## src/rtl/tour_cmd_pkg.sv

```systemverilog
// Shared types and constants for the knight's-tour command sequencer.
// Offsets are 3-bit two's complement so +2 and -2 both fit.
package tour_cmd_pkg;

  typedef enum logic [2:0] {
    S_IDLE,
    S_LOAD,
    S_VERT,
    S_WAIT_V,
    S_HORZ,
    S_WAIT_H
  } state_e;

  localparam logic [3:0] OP_MOVE = 4'h2;
  localparam logic [3:0] OP_FANF = 4'h3;

  localparam logic [7:0] HD_N = 8'h00;
  localparam logic [7:0] HD_W = 8'h3F;
  localparam logic [7:0] HD_S = 8'h7F;
  localparam logic [7:0] HD_E = 8'hBF;

  localparam logic [7:0] RESP_DONE_DEF = 8'hA5;
  localparam logic [7:0] RESP_BUSY_DEF = 8'h5A;

  localparam logic [2:0] D_P1 = 3'b001;
  localparam logic [2:0] D_P2 = 3'b010;
  localparam logic [2:0] D_M1 = 3'b111;
  localparam logic [2:0] D_M2 = 3'b110;

  typedef struct packed {
    logic [2:0] dx;
    logic [2:0] dy;
  } off_t;

  function automatic off_t move_off(
    input logic [7:0] mv
  );
    off_t o;
    o = '0;
    case (mv)
      8'h01: begin o.dx = D_P1; o.dy = D_P2; end
      8'h02: begin o.dx = D_M1; o.dy = D_P2; end
      8'h04: begin o.dx = D_M2; o.dy = D_P1; end
      8'h08: begin o.dx = D_M2; o.dy = D_M1; end
      8'h10: begin o.dx = D_M1; o.dy = D_M2; end
      8'h20: begin o.dx = D_P1; o.dy = D_M2; end
      8'h40: begin o.dx = D_P2; o.dy = D_M1; end
      8'h80: begin o.dx = D_P2; o.dy = D_P1; end
      default: o = '0;
    endcase
    return o;
  endfunction

endpackage

```

## src/rtl/tour_cmd_seq_if.sv

```systemverilog
// Command bus between UART wrapper, tour sequencer and command processor.
// master = sequencer side, slave = its environment.
interface tour_cmd_seq_if;
  logic [15:0] cmd_UART;
  logic        cmd_rdy_UART;
  logic        clr_cmd_rdy;
  logic        send_resp;
  logic [15:0] cmd;
  logic        cmd_rdy;
  logic [7:0]  resp;

  modport master (
    input  cmd_UART, cmd_rdy_UART,
    input  clr_cmd_rdy, send_resp,
    output cmd, cmd_rdy, resp
  );

  modport slave (
    output cmd_UART, cmd_rdy_UART,
    output clr_cmd_rdy, send_resp,
    input  cmd, cmd_rdy, resp
  );
endinterface

```

## src/rtl/tour_cmd_seq_move_dec.sv

```systemverilog
// One-hot knight move to vertical/horizontal leg commands.
// valid is low for zero or multi-hot moves.
module tour_move_dec
  import tour_cmd_pkg::*;
(
  input  logic [7:0]  move,
  output logic [15:0] vert_cmd,
  output logic [15:0] horz_cmd,
  output logic        valid
);

  off_t       off;
  logic [2:0] mag_x;
  logic [2:0] mag_y;
  logic       pos_x;
  logic       pos_y;

  always_comb begin
    off   = move_off(move);
    valid = (move != 8'h00) &&
            ((move & (move - 8'h01)) == 8'h00);
    mag_x = off.dx[2] ? (~off.dx + 3'd1) : off.dx;
    mag_y = off.dy[2] ? (~off.dy + 3'd1) : off.dy;
    pos_x = !off.dx[2] && (off.dx != 3'd0);
    pos_y = !off.dy[2] && (off.dy != 3'd0);
    vert_cmd = {OP_MOVE,
                pos_y ? HD_N : HD_S,
                1'b0, mag_y};
    horz_cmd = {OP_FANF,
                pos_x ? HD_E : HD_W,
                1'b0, mag_x};
  end

endmodule

```

## src/rtl/tour_cmd_seq.sv

```systemverilog
// Walks the solved tour, emits two legs per move and muxes
// them with UART commands toward the command processor.
module tour_cmd_seq
  import tour_cmd_pkg::*;
#(
  parameter int         NUM_MOVES = 24,
  parameter int         IDX_W     = $clog2(NUM_MOVES),
  parameter bit         ABORT_EN  = 1'b1,
  parameter logic [7:0] RESP_DONE = RESP_DONE_DEF,
  parameter logic [7:0] RESP_BUSY = RESP_BUSY_DEF
) (
  input  logic              clk,
  input  logic              rst,
  tour_cmd_seq_if.master    bus,
  input  logic              start_tour,
  input  logic [7:0]        move,
  output logic [IDX_W-1:0]  mv_indx,
  output logic              tour_busy,
  output logic              abort
);

  localparam logic [IDX_W-1:0] LAST_IDX =
    IDX_W'(NUM_MOVES - 1);

  state_e           state_q, state_d;
  logic [IDX_W-1:0] idx_q, idx_d;
  logic [7:0]       move_r_q, move_r_d;
  logic             abort_q, abort_d;
  logic             uart_rdy_q, uart_rdy_d;

  logic [7:0]  dec_in;
  logic [15:0] vert_cmd;
  logic [15:0] horz_cmd;
  logic        dec_valid;
  logic        uart_rise;
  logic        last;

  // LOAD validates the live move; later states use the capture
  assign dec_in = (state_q == S_LOAD) ? move : move_r_q;

  tour_move_dec u_dec (
    .move     (dec_in),
    .vert_cmd (vert_cmd),
    .horz_cmd (horz_cmd),
    .valid    (dec_valid)
  );

  assign uart_rise = bus.cmd_rdy_UART & ~uart_rdy_q;
  assign last      = (idx_q == LAST_IDX);

  always_ff @(posedge clk) begin
    if (rst) begin
      state_q    <= S_IDLE;
      idx_q      <= '0;
      move_r_q   <= '0;
      abort_q    <= 1'b0;
      uart_rdy_q <= 1'b0;
    end else begin
      state_q    <= state_d;
      idx_q      <= idx_d;
      move_r_q   <= move_r_d;
      abort_q    <= abort_d;
      uart_rdy_q <= uart_rdy_d;
    end
  end

  always_comb begin
    state_d     = state_q;
    idx_d       = idx_q;
    move_r_d    = move_r_q;
    abort_d     = 1'b0;
    uart_rdy_d  = bus.cmd_rdy_UART;
    bus.cmd     = vert_cmd;
    bus.cmd_rdy = 1'b0;
    bus.resp    = RESP_BUSY;
    unique case (state_q)
      S_IDLE: begin
        bus.cmd     = bus.cmd_UART;
        bus.cmd_rdy = bus.cmd_rdy_UART;
        bus.resp    = RESP_DONE;
        if (start_tour) begin
          state_d = S_LOAD;
          idx_d   = '0;
        end
      end
      S_LOAD: begin
        move_r_d = move;
        if (dec_valid) begin
          state_d = S_VERT;
        end else begin
          state_d = S_IDLE;
          idx_d   = '0;
          abort_d = 1'b1;
        end
      end
      S_VERT: begin
        bus.cmd_rdy = 1'b1;
        if (bus.clr_cmd_rdy) state_d = S_WAIT_V;
      end
      S_WAIT_V: begin
        if (bus.send_resp) state_d = S_HORZ;
      end
      S_HORZ: begin
        bus.cmd     = horz_cmd;
        bus.cmd_rdy = 1'b1;
        if (bus.clr_cmd_rdy) state_d = S_WAIT_H;
      end
      S_WAIT_H: begin
        bus.cmd = horz_cmd;
        if (last) bus.resp = RESP_DONE;
        if (bus.send_resp) begin
          if (last) begin
            state_d = S_IDLE;
            idx_d   = '0;
          end else begin
            state_d = S_LOAD;
            idx_d   = idx_q + IDX_W'(1);
          end
        end
      end
      default: state_d = S_IDLE;
    endcase
    // a fresh UART command overrides anything the tour wanted
    if (ABORT_EN && (state_q != S_IDLE) && uart_rise) begin
      state_d = S_IDLE;
      idx_d   = '0;
      abort_d = 1'b1;
    end
  end

  assign mv_indx   = idx_q;
  assign tour_busy = (state_q != S_IDLE);
  assign abort     = abort_q;

endmodule

```

## src/flat_wrapper.sv

```systemverilog
// flat-port wrapper written by rule: the top's interface ports become plain ports
module tour_cmd_seq_flat import tour_cmd_pkg::*;
#(
  parameter int         NUM_MOVES = 24,
  parameter int         IDX_W     = $clog2(NUM_MOVES),
  parameter bit         ABORT_EN  = 1'b1,
  parameter logic [7:0] RESP_DONE = RESP_DONE_DEF,
  parameter logic [7:0] RESP_BUSY = RESP_BUSY_DEF
)
  (clk, rst, start_tour, move, mv_indx, tour_busy, abort, bus_cmd_UART, bus_cmd_rdy_UART, bus_clr_cmd_rdy, bus_send_resp, bus_cmd, bus_cmd_rdy, bus_resp);
  tour_cmd_seq_if bus_i ();
  input  logic clk;
  input  logic rst;
  input  logic start_tour;
  input  logic [7:0] move;
  output logic [IDX_W-1:0] mv_indx;
  output logic tour_busy;
  output logic abort;
  input wire logic [$bits(bus_i.cmd_UART)-1:0] bus_cmd_UART;
  input wire logic [$bits(bus_i.cmd_rdy_UART)-1:0] bus_cmd_rdy_UART;
  input wire logic [$bits(bus_i.clr_cmd_rdy)-1:0] bus_clr_cmd_rdy;
  input wire logic [$bits(bus_i.send_resp)-1:0] bus_send_resp;
  output wire logic [$bits(bus_i.cmd)-1:0] bus_cmd;
  output wire logic [$bits(bus_i.cmd_rdy)-1:0] bus_cmd_rdy;
  output wire logic [$bits(bus_i.resp)-1:0] bus_resp;
  assign bus_i.cmd_UART = bus_cmd_UART;
  assign bus_i.cmd_rdy_UART = bus_cmd_rdy_UART;
  assign bus_i.clr_cmd_rdy = bus_clr_cmd_rdy;
  assign bus_i.send_resp = bus_send_resp;
  assign bus_cmd = bus_i.cmd;
  assign bus_cmd_rdy = bus_i.cmd_rdy;
  assign bus_resp = bus_i.resp;
  tour_cmd_seq #(.NUM_MOVES(NUM_MOVES), .IDX_W(IDX_W), .ABORT_EN(ABORT_EN), .RESP_DONE(RESP_DONE), .RESP_BUSY(RESP_BUSY)) u_core (.clk(clk), .rst(rst), .bus(bus_i), .start_tour(start_tour), .move(move), .mv_indx(mv_indx), .tour_busy(tour_busy), .abort(abort));
endmodule
```

## config.mk

```make
export PLATFORM = sky130hd
export DESIGN_NAME = tour_cmd_seq_flat
export DESIGN_NICKNAME = d
export VERILOG_FILES = /design/src/rtl/tour_cmd_pkg.sv /design/src/rtl/tour_cmd_seq_if.sv /design/src/rtl/tour_cmd_seq_move_dec.sv /design/src/rtl/tour_cmd_seq.sv /design/src/flat_wrapper.sv
export SDC_FILE = /design/constraint.sdc
export NUM_CORES = 1
export LEC_CHECK = 0
export ABC_CLOCK_PERIOD_IN_PS = 4700
export CORE_AREA = 2 2 57 112
export CTS_CLUSTER_SIZE = 25
export DETAILED_ROUTE_END_ITERATION = 8
export DIE_AREA = 0 0 59 114
export GPL_TIMING_DRIVEN = 0
export HOLD_SLACK_MARGIN = 0.03
export REMOVE_ABC_BUFFERS = 1
export SYNTH_ARGS = -nofsm -noshare
export SYNTH_HDL_FRONTEND = slang
export SYNTH_HIERARCHICAL = 1
export SYNTH_SLANG_ARGS = --single-unit
```

## constraint.sdc

```tcl
create_clock -name clk -period 4.7 [get_ports clk]
set_clock_uncertainty 0.15 [all_clocks]
set_input_delay 0.94 -clock clk [delete_from_list [all_inputs] [get_ports clk]]
set_output_delay 0.94 -clock clk [all_outputs]
set_load 0.02 [all_outputs]
```

==> run summary, run 1 <==
outcome = complete, no violations
slowest cell on the critical path = or3b_4
CTS Buf Count = 3
Tot GR Track Use = 16.12%
mapped cell area = 0.001974 sq mm
Port-buffer cells = 61
worst relative slew slack = 43.44%
area delta synth->final = 46.32%
CP required = 3.61 ns
worst slew pin tran = 0.8445 ns
VDD IR max = 0.3061 mV
Leak = 1.192 nW
min-delay worst type = reg -> reg
register area share after synthesis = 18.25%
nets@finish = 352
DP Wirelength = 3336 microns
Async SR Flop Fraction = 0%
Max Fclk = 217.2 MHz
CP max FO = 5
post-layout min period = 4.604 ns
Core Rows = 40
Post-synth top flop = dfxtp_1
Final Wtd Congestion = 0.8261
die height = 114 microns
H-Tree Depth = 1
crit path kind = in -> out
TritonCTS clock tree = yes
final period utilization = 97.95%
Maximum Capacitance Violations = 0
CTS root buf = clkbuf_16
Final Slew Violations = 0
max incr delay on CP = 0.38 ns
total core area = 0.005906 sq mm
power density cells = 549.3 mW/mm^2
arrival time of the worst setup path = 3.51 ns
via count = 2028
Final Hold Vio Count = 0
Clock Tree Buf Depth = 2
DRC viols = 0
Post-synth EDFFs = 0
initial antenna violation count = 0
Post-Synthesis Cells = 251
initial drt markers = 128
vias per cell = 5.337
DRT Wirelength = 5829 microns
initial core utilization = 33.43%
worst path buffer plus inverter count = 2
Die W = 59 microns
CP Launch Type = input pin
Setup violations, final = 0
clock sinks = 18
#FFs+latches synth = 18
share of layout cells above drive strength 1 = 27.44%
average wire per standard cell = 15.34 microns
I/O Pins = 62
vias in the first global route = 1866
FILL cells = 569
final cell count without fillers = 380
Antenna Cells = 0
largest net degree at the start of global routing = 33
Post-DRT Antenna Nets = 0
die area = 0.006726 sq mm
Synth Area per Inst = 7.866 sq um
FF+latch area = 371.6 sq um
dpl cells = 340
worst-skew pair later-pin latency = 0.25 ns
Syn. warnings = 6
first-pass GRT wire length = 8825 microns
Cell variety after synth = 55
CP top delay family = compound AO/OA/AOI/OAI gates
DRT Pass-1 Iters = 4
crit path cell chain = clkdlybuf4s15_1 -> mux2_4 -> nor4_4 -> o211ai_2 -> o31a_4 -> ha_4 -> or3b_4 -> o21ai_2 -> nand2_2 -> o22ai_4 -> a22oi_1 -> o21ai_1 -> buf_4
crit end category = output pin
sum of negative setup slack = 0 ns
# hold bufs at CTS = 0
total grt overflow = 0
area of the multi-input gates = 0.001448 sq mm
clock slew at reported path FFs = 0.05 ns
power breakdown:
part | total (W) | internal [W] | switching [W]
Combinational | 0.00123 | 0.000601 | 0.000628
Clock | 0.000167 | 0.000112 | 0.0000555
Sequential | 0.000190 | 0.000171 | 0.0000194
Total | 0.00159 | 0.000884 | 0.000703
stage by stage:
stage	setup WS, ns	hold WS (ns)	power (W)	cell area [sq um]	util [%]
3_3_place_gp	-1.122	0.3601	0.001111	2365	40.04
4_1_cts	0.0008027	0.3792	0.001453	2683	45.42
6_report	0.09639	0.3798	0.001587	2889	48.92
3_5_place_dp	-1.198	0.3700	0.001121	2365	40.04
5_1_grt	-0.01260	0.4170	0.001693	2889	48.92
2_1_floorplan	-0.1504	0.3804	0.0008068	1675	-
synthesized netlist by cell type, drive strengths merged (3+ instances only):
cell | instances | area [sq um]
buf | 45 | 336.6
a22oi | 32 | 240.2
nor2 | 19 | 73.82
o21ai | 19 | 102.6
dfxtp | 18 | 360.4
nand2 | 17 | 63.81
nor2b | 15 | 93.84
mux2 | 8 | 120.1
nor3 | 8 | 45.04
a21oi | 7 | 38.79
clkbuf | 6 | 22.52
nand3 | 5 | 30.03
or2 | 4 | 25.02
ha | 3 | 37.54
inv | 3 | 11.26
xor2 | 3 | 26.28
final timing paths:
check	slack, ns	startpoint	endpoint	depth (start not counted)
worst max register to register	1.82	u_core/state_q[2]	u_core/mv_indx[2]	11
worst min-delay path	0.38	u_core/mv_indx[0]	u_core/mv_indx[0]	2
worst max-delay path	0.1	move[3]	bus_cmd[1]	13
worst min register to register	0.38	u_core/mv_indx[0]	u_core/mv_indx[0]	2
sequential cells by signal, summed over array words and instances, names as in the netlist:
| signal | cells |
|---|---|
| u_core/abort | 1 |
| u_core/move_r_q | 8 |
| u_core/mv_indx | 5 |
| u_core/state_q | 3 |
| u_core/uart_rdy_q | 1 |
cell type report:
type	count	area share, %
multi-input combinational	196	50.11
sequential	18	12.86
clock buffer	3	2.599
timing repair buffer	97	31.31
inverter	3	0.3898
tap	63	2.728
worst reg2reg max path, delay by kind of cell (launching register included):
family / cells / cell delay, ns
AOI/OAI and AO/OA: 3 / 0.66
buffers and inverters: 1 / 0.17
DFF: 1 / 0.37
muxes: 1 / 0.38
and+or+nand+nor: 6 / 1.06
metal layers:
metal	share of wire, %	vias to the layer above	track usage, %
li1	-	997	-
met1	42	931	20.81
met2	50	88	26.89
met4	1.9	0	4.697
met3	6.3	12	2.721
met5	0	-	0
kinds of logic (layout without fill, tap and decap cells):
| kind of cell | count (synthesis) | in the layout | share of synthesized area, % |
|---|---|---|---|
| AND/OR/NAND/NOR | 83 | 84 | 23.38 |
| XOR/XNOR | 5 | 5 | 2.599 |
| adder cells (fa/ha/maj) | 3 | 3 | 1.901 |
| other | 2 | 18 | 0.3804 |
| flip-flops | 18 | 18 | 18.25 |
| AO/OA/AOI/OAI | 76 | 76 | 27.63 |
| buffers and inverters | 54 | 103 | 18.76 |
| multiplexers | 10 | 10 | 7.098 |
placed cells by master (no fill, tap or decap), types with 2 or more instances in the layout:
master and n:
xnor2_2 2, o21ai_1 17, nor2b_1 14, xor2_2 3, nand4_1 2, and2_4 2, ha_1 2, dlymetal6s2s_1 3
nor3b_1 2, nand3_1 3, mux2i_1 2, inv_2 2, o21ai_2 2, nor3_1 7, dfxtp_4 3, a311oi_1 2
clkbuf_16 3, buf_4 31, dfxtp_1 15, conb_1 18, nor2_2 3, dlygate4sd2_1 2, nor4b_1 2, nor2_1 12
a21oi_1 6, buf_6 5, nand2_1 16, clkdlybuf4s50_1 52, a22oi_1 32, mux2_4 8, nor2_4 4, or2_1 3
clkbuf_2 2
repair_timing:
item / CTS / global route
gates cloned: 1 / 0
setup endpoints to repair: 11 / 10
resized for setup: 38 / 15
buffers inserted: 17 / 19
pin swaps: 11 / 14
hold endpoints to repair: 0 / 0
No activity file was read; power rests on OpenSTA's default activity.
==> inputs of run 2 (changes only) <==
--- a/config.mk
+++ b/config.mk
@@ -5,14 +5,16 @@
 export SDC_FILE = /design/constraint.sdc
 export NUM_CORES = 1
 export LEC_CHECK = 0
-export ABC_CLOCK_PERIOD_IN_PS = 4700
-export CORE_AREA = 2 2 57 112
+export ABC_CLOCK_PERIOD_IN_PS = 4100
+export CORE_AREA = 2 2 51 101
 export CTS_CLUSTER_SIZE = 25
 export DETAILED_ROUTE_END_ITERATION = 8
-export DIE_AREA = 0 0 59 114
+export DIE_AREA = 0 0 53 103
 export GPL_TIMING_DRIVEN = 0
 export HOLD_SLACK_MARGIN = 0.03
+export PLACE_DENSITY = 0.76
 export REMOVE_ABC_BUFFERS = 1
+export SLEW_MARGIN = 10
 export SYNTH_ARGS = -nofsm -noshare
 export SYNTH_HDL_FRONTEND = slang
 export SYNTH_HIERARCHICAL = 1
==> constraint.sdc (replaced) <==
create_clock -name clk -period 4.1 [get_ports clk]
set_clock_uncertainty 0.15 [all_clocks]
set_input_delay 0.82 -clock clk [delete_from_list [all_inputs] [get_ports clk]]
set_output_delay 0.82 -clock clk [all_outputs]
set_load 0.02 [all_outputs]
==> run 2 against run 1 <==
The flow now finishes with violations (negative setup slack). Critical path depth rose by 1. Via count is 7.1% higher. Register-to-register slack worse by 0.89 ns. Global-route usage rose by 6.1 points. Final area decreased by 1.3%. Non-clock buffer count is 6 higher. Critical path type unchanged.
==> run summary, run 2 (synthesis results as in run 1) <==
die area = 0.005459 sq mm (-19%)
Max Fclk = 225.0 MHz
DRT Wirelength = 6313 microns (+8.3%)
die height = 103 microns (-9.6%)
outcome = complete, but fails checks
Tot GR Track Use = 22.23% (+6.1 points)
TritonCTS clock tree = yes
CTS root buf = clkbuf_8
vias per cell = 5.688 (+6.6%)
VDD IR max = 0.3730 mV (+22%)
crit path kind = in -> out
CP max FO = 3 (-2)
clock sinks = 18 (unchanged)
worst relative slew slack = 43.40% (-0.046 points)
largest net degree at the start of global routing = 22 (-33%)
nets@finish = 359 (+2.0%)
clock slew at reported path FFs = 0.07 ns (+0.02 ns)
area delta synth->final = 44.49%
final cell count without fillers = 382 (+0.53%)
CP required = 3.13 ns (-0.48 ns)
total core area = 0.004730 sq mm (-20%)
CP top delay family = compound AO/OA/AOI/OAI gates
Die W = 53 microns (-10%)
Leak = 1.201 nW (+0.70%)
crit path cell chain = clkdlybuf4s15_1 -> mux2_4 -> buf_12 -> nor4_4 -> o211ai_2 -> o31a_2 -> ha_4 -> or3b_4 -> o21ai_2 -> nand2_1 -> o22ai_2 -> a22oi_1 -> o21ai_1 -> buf_4
RSZ-0062 raised after global routing = true
H-Tree Depth = 1 (unchanged)
max incr delay on CP = 0.38 ns (about the same)
Core Rows = 36 (-10%)
max reg flops = 8 (unchanged)
final setup margin = -0.3450 ns (-0.4414 ns)
Setup violations, final = 1 (+1)
initial antenna violation count = 0 (unchanged)
slowest cell on the critical path = or3b_4
DRT Pass-1 Iters = 5 (+1)
initial core utilization = 41.75% (+8.3 points)
initial drt markers = 122 (-4.7%)
DRC viols = 0 (unchanged)
post-layout util = 60.32% (+11 points)
DP Wirelength = 3232 microns (-3.1%)
CTS Buf Count = 3 (unchanged)
most frequent cells in the layout = 42 x clkdlybuf4s50_1, 41 x buf_4, 32 x a22oi_1
vias in the first global route = 2014 (+7.9%)
min-delay worst type = reg -> reg
I/O Pins = 62 (unchanged)
power density cells = 643.7 mW/mm^2 (+17%)
Port-buffer cells = 61 (unchanged)
Final Hold Vio Count = 0 (unchanged)
first-pass GRT wire length = 9404 microns (+6.6%)
post-layout min period = 4.445 ns
total power = 0.001836 W (+16%)
Antenna Cells = 0 (unchanged)
dpl cells = 334 (-1.8%)
Maximum Capacitance Violations = 0 (unchanged)
average wire per standard cell = 16.53 microns (+7.7%)
Clock Tree Buf Depth = 2 (unchanged)
failing checks = negative setup slack
final period utilization = 108.4%
most common cell after layout, fill and taps aside = clkdlybuf4s50_1
crit end category = output pin
total grt overflow = 0 (unchanged)
Final Slew Violations = 0 (unchanged)
Post-DRT Antenna Nets = 0 (unchanged)
worst-skew pair later-pin latency = 0.27 ns (+0.02 ns)
arrival time of the worst setup path = 3.48 ns (-0.03 ns)
share of layout cells above drive strength 1 = 31.08% (+3.6 points)
via count = 2173 (+7.1%)
worst slew pin tran = 0.8452 ns (+0.0006845 ns)
CP Launch Type = input pin
worst path buffer plus inverter count = 3 (+1)
Final Wtd Congestion = 0.7947 (-3.8%)
Most flops, register = u_core/move_r_q
[run 2: path summary, 6_finish.rpt]
check	startpoint	to	slack (ns)	cells past startpoint
setup reg to reg	u_core/state_q[2]	u_core/mv_indx[2]	0.93	14
setup / recovery	move[6]	bus_cmd[1]	-0.35	14
hold / removal	u_core/mv_indx[0]	u_core/mv_indx[0]	0.39	2
hold reg to reg	u_core/mv_indx[0]	u_core/mv_indx[0]	0.39	2
[run 2: cell type report]
class	count	area, sq um
inverter	3	11.26
sequential	18	371.6
timing repair buffer	103	903.4
multi-input combinational	197	1440
tap	57	71.32
clock buffer	4	55.05
fill	404	1877
[run 2: power breakdown]
part           switching, W  total, W  internal [W]
Combinational      0.000777   0.00148      0.000701
Sequential       0.00000978  0.000205      0.000195
Clock             0.0000674  0.000153     0.0000857
[run 2: timing repair]
action / in CTS / in global routing
buffers inserted: 35 / 9
gates cloned: 1 / 1
endpoints found under the setup margin: 11 / 11
pin swaps: 17 / 16
gates resized for setup: 51 / 30
hold buffers: 0 / 0
[run 2: per-stage QoR]
step / setup WS, ns / setup TNS [ns] / instance area (sq um) / hold slack, ns
6_report: -0.3450 / -0.3450 / 2853 / 0.3857
5_1_grt: -0.4998 / -0.5337 / 2853 / 0.4181
4_1_cts: -0.2246 / -0.2246 / 2783 / 0.3764
3_5_place_dp: -1.605 / -11.14 / 2360 / 0.3599
3_3_place_gp: -1.580 / -11.05 / 2357 / 0.3629
2_1_floorplan: -0.6304 / -1.340 / 1675 / 0.3804
[run 2: tightest hold or removal path, stage by stage (launching register included)]
cell and delay, ns:
dfxtp_1 0.35, nand2_1 0.07, o22ai_1 0.07
[run 2: metal layers]
metal | up-vias | wire length (microns) | track usage, %
met1 | 986 | 2364 | 27.36
met2 | 147 | 3066 | 35.96
met4 | 0 | 255 | 13.21
met5 | - | 0 | 0
li1 | 1013 | - | -
met3 | 27 | 627 | 2.899
